==> src/rtl/sort_stream_controller.sv <==
// Stream front-end for the serial sorting-cell chain: fills the chain with one frame,
// drains it in ascending order, then clears the chain for the next frame.
//
// state    | meaning
// ---------+---------------------------------------------------------------
// ST_CLEAR | one cycle, sort_reset high, chain wiped, count zeroed
// ST_FILL  | accepting up to SIZE elements, each written into the chain
// ST_DRAIN | presenting the chain head downstream, shifting on each accept
module sort_stream_controller #(
    parameter int DATA_WIDTH = 8,
    parameter int SIZE       = 3
) (
    input  logic                  clk,
    input  logic                  reset_n,
    input  logic                  in_valid,
    output logic                  in_ready,
    input  logic [DATA_WIDTH-1:0] in_data,
    input  logic                  in_last,
    output logic                  out_valid,
    input  logic                  out_ready,
    output logic [DATA_WIDTH-1:0] out_data,
    output logic                  out_last,
    output logic                  frame_trunc,
    output logic                  sort_reset,
    output logic                  sort_enable,
    output logic                  sort_write,
    output logic [DATA_WIDTH-1:0] sort_in_data,
    input  logic [DATA_WIDTH-1:0] sort_out_data
);

    localparam int CW = $clog2(SIZE + 1);
    localparam logic [CW-1:0] SIZE_C = CW'(SIZE);
    localparam logic [CW-1:0] ONE_C  = CW'(1);

    localparam logic [1:0] ST_CLEAR = 2'd0;
    localparam logic [1:0] ST_FILL  = 2'd1;
    localparam logic [1:0] ST_DRAIN = 2'd2;

    logic [1:0]    state;
    logic [CW-1:0] count;
    logic [CW-1:0] count_inc;
    logic          accept;
    logic          take;
    logic          fill_full;

    // in_ready depends only on state/count so upstream can never create a combinational loop
    always_comb begin
        in_ready     = (state == ST_FILL) && (count < SIZE_C);
        out_valid    = (state == ST_DRAIN);
        accept       = in_valid && in_ready;
        take         = out_valid && out_ready;
        count_inc    = count + ONE_C;
        fill_full    = (count_inc == SIZE_C);
        out_data     = out_valid ? sort_out_data : '0;
        out_last     = out_valid && (count == ONE_C);
        sort_reset   = !reset_n || (state == ST_CLEAR);
        sort_enable  = accept || take;
        sort_write   = accept;
        sort_in_data = accept ? in_data : '0;
    end

    always_ff @(posedge clk or negedge reset_n) begin
        if (!reset_n) begin
            state       <= ST_CLEAR;
            count       <= '0;
            frame_trunc <= 1'b0;
        end else begin
            frame_trunc <= 1'b0;
            case (state)
                ST_CLEAR: begin
                    count <= '0;
                    state <= ST_FILL;
                end
                ST_FILL: begin
                    if (accept) begin
                        count <= count_inc;
                        if (in_last || fill_full) begin
                            state <= ST_DRAIN;
                        end
                        // chain is full but the producer has not closed the frame
                        frame_trunc <= fill_full && !in_last;
                    end
                end
                ST_DRAIN: begin
                    if (take) begin
                        count <= count - ONE_C;
                        if (out_last) begin
                            state <= ST_CLEAR;
                        end
                    end
                end
                default: begin
                    state <= ST_CLEAR;
                    count <= '0;
                end
            endcase
        end
    end

endmodule

==> config.mk <==
export PLATFORM = sky130hd
export DESIGN_NAME = sort_stream_controller
export DESIGN_NICKNAME = d
export VERILOG_FILES = /design/src/rtl/sort_stream_controller.sv
export SDC_FILE = /design/constraint.sdc
export NUM_CORES = 1
export LEC_CHECK = 0
export ABC_CLOCK_PERIOD_IN_PS = 2000
export CELL_PAD_IN_SITES_DETAIL_PLACEMENT = 2
export CELL_PAD_IN_SITES_GLOBAL_PLACEMENT = 2
export CORE_MARGIN = 1
export CORE_UTILIZATION = 15
export CTS_CLUSTER_SIZE = 24
export DETAILED_ROUTE_END_ITERATION = 16
export PLACE_DENSITY_LB_ADDON = 0.05
export REMOVE_ABC_BUFFERS = 1
export SKIP_LAST_GASP = 1
export SYNTH_ARGS = -nofsm -noshare
export SYNTH_HDL_FRONTEND = slang
export SYNTH_SLANG_ARGS = --single-unit
export TNS_END_PERCENT = 30
==> constraint.sdc <==
create_clock -name clk -period 2 [get_ports clk]
set_input_delay 0.6 -clock clk [delete_from_list [all_inputs] [get_ports clk]]
set_output_delay 0.6 -clock clk [all_outputs]
set_load 0.03 [all_outputs]
==> flow_summary.yaml <==
outcome:
  status: "finished, violations left"
  violations: "setup timing"
timing:
  slew_headroom_pct: 79.7
  worst_slack_ns: -0.0982
  fmax_mhz: 477
  min_period_ns: 2.10
  skew_ns: 0.00214
  drv_slew: 0
  hold_viol_final: 0
  finalCritPeriodShare_pct: 105
  rsz0062_at_grt: "true"
  tightestPinTransition_ns: 0.304
  finalSetupViolations: 11
setup_path:
  r2r-start: "count[0]"
  critical-path-slowest-cell: "dfrtp_1"
  crit_path_start_kind: "flip-flop"
  crit_arrival_ns: 1.50
  crit_required_ns: 1.40
  critPathMaxStageDelay_ns: 0.42
  critPathMostFrequentCell: "buf_6"
  path_max_fanout: 4
  cp_top_family: "flip-flops"
  path_buf_inv: 2
  crit_chain: "ha_4 -> and3b_2 -> buf_6 -> a21o_1 -> buf_6"
  crit_type: "reg -> out"
  startpoint: "state[0]"
  cp-end-kind: "output pin"
power:
  swShare_pct: 45.1
  p_sw_uw: 602
  power_density_mw_per_mm2: 1140
  power_uw: 1330
  seqPwrFrac_pct: 13.0
  clockPowerShare_pct: 9.0
  p_int_uw: 732
  combPwrFrac_pct: 78.0
  peakVddDrop_v: 0.000286
  leakagePower_uw: 0.000568
global_routing:
  grt_pass1_wl_mm: 3.00
  grt_busiest_layer: "met2"
  grt_pass1_vias: 666
  overflow: 0
  grt_use_met2_pct: 20.9
  grt_max_degree: 17
  grt_util_met3_pct: 4.26
  antenna_found_initial: 0
  grt.met1_usage_pct: 11.8
  track_usage_pct: 11.7
layout:
  fin_cells: 163
  mostFrequentLayoutCells: "buf_4 (26), clkdlybuf4s50_1 (20), buf_6 (12)"
  layout_commonest_cell: "buf_4"
  nets: 148
  drive_above_1_share_pct: 48.7
  stdcell_area_mm2: 0.00117
  area_delta_synth_final_pct: 129
  n_antenna_cell: 0
floorplanning:
  rows: 20
  num_io_pins: 44
  start_util_pct: 16.2
  die_y_um: 60.4
  dieWidth_um: 60.4
  die-area_mm2: 0.00365
  core_region_area_mm2: 0.00315
clock_tree:
  cts_tree: "yes"
  h-tree-depth: 1
  numCtsBuffers: 3
  max-clock-path-buffers: 2
  root_buffer: "clkbuf_4"
  clkLatencyLatePin_ns: 0.25
  clk_pin_slew_ns: 0.04
  clock-sinks: 5
synthesis:
  netlist_area_um2: 512
  synth.distinct_cells: 22
  syn_inst: 58
  seq_area_frac_synth_pct: 24.4
  syn_area_per_cell_um2: 8.82
  synth-seq-cells: 5
  synth_warnings: 0
drt:
  dr_total_vias: 660
  drt_iter0_drc: 2
  drc_errors: 0
  routed_wl_mm: 1.97
  drtAntennaViolNets: 0
  wl_per_cell_um: 12.1
  drtPass1Iterations: 4
  vias_per_cell: 4.05
hold_path:
  min-delay-start: "state[0]"
  hold_path_class: "reg -> reg"
placed_design:
  routabilityCongestion: 0.651
  dp_cells: 153
  placed_cell_area_mm2: 0.00101
  port_buffers: 43
  hpwl_mm: 1.53
flow_run:
  maxCapViolCount: 0
==> what timing repair did <==
item | in CTS | in global routing
gates cloned | 1 | 0
hold buffers | 0 | 0
endpoints found under the setup margin | 20 | 21
gates resized for setup | 27 | 2
endpoints found under the hold margin | 0 | 0
pin swaps | 9 | 2
buffers inserted | 4 | 1
==> cells by family (layout without fill, tap and decap cells) <==
| group | Yosys count | count (layout) | share of synthesized area, % |
|---|---|---|---|
| and+or+nand+nor | 31 | 31 | 37.9 |
| adders and majority gates | 7 | 7 | 17.1 |
| AOI/OAI and AO/OA | 6 | 6 | 9.54 |
| buffers and inverters | 6 | 67 | 4.64 |
| DFF | 5 | 5 | 24.4 |
| muxes | 3 | 3 | 6.36 |
==> synthesized netlist by cell type (all sizes together) <==
library cell / instances / share of area, %
and2: 18 / 22
nand2b: 2 / 2.4
nand3: 1 / 0.98
mux2: 2 / 4.4
a211oi: 1 / 1.5
mux2i: 1 / 2.0
o221ai: 1 / 1.7
a21boi: 1 / 2.2
o2bb2ai: 1 / 1.7
ha: 7 / 17
nor3b: 1 / 2.4
inv: 4 / 2.9
dfrtp: 5 / 24
nand2: 1 / 0.73
a21o: 1 / 1.5
and3b: 2 / 3.4
clkbuf: 1 / 0.73
nor2: 3 / 2.2
nor2b: 2 / 2.4
nand4: 1 / 1.2
buf: 1 / 0.98
a21oi: 1 / 0.98
==> per-stage QoR <==
step / setup slack [ns] / utilization [%] / hold slack, ns / TNS [ns]
2_1_floorplan: -0.169 / - / 0.304 / -1.44
3_3_place_gp: -0.292 / 32.0 / 0.545 / -2.86
3_5_place_dp: -0.352 / 32.0 / 0.551 / -3.30
4_1_cts: -0.123 / 36.3 / 0.567 / -1.73
5_1_grt: -0.170 / 37.2 / 0.634 / -2.21
6_report: -0.0982 / 37.2 / 0.609 / -0.953
==> path summary, 6_finish.rpt <==
kind | endpoint | slack (ns) | cells past startpoint
min | state[0] | 0.61 | 1
max | sort_enable | -0.1 | 5
min reg2reg | state[0] | 0.61 | 1
min in group asynchronous | frame_trunc | 0.68 | 2
max in group asynchronous | count[0] | 1.21 | 2
max reg2reg | state[0] | 0.25 | 7
==> layer usage <==
| metal | wire length, µm | vias to the layer above |
|---|---|---|
| met5 | 0 | - |
| met2 | 1030 | 30 |
| met4 | 46 | 0 |
| li1 | - | 312 |
| met3 | 134 | 5 |
| met1 | 758 | 313 |
==> power groups by stage <==
stage	clock (µW)	combinational, µW	sequential, µW
after floorplan	0	516	167
after global placement	0	863	177
after detailed placement	0	874	177
after CTS	127	1010	167
after global routing	135	1140	176
final	120	1040	173
==> final cells by class <==
type                       instances  area (µm²)
fill                             374        1980
multi-input combinational         47         412
sequential                         5         125
timing repair buffer              59         541
clock buffer                       4        26.3
inverter                           4        15.0
tap                               44        55.1
==> flip-flops by register name (all words and copies together), names as in the netlist <==
name         cells
count            2
state            2
frame_trunc      1
No activity file was read; power rests on OpenSTA's default activity.
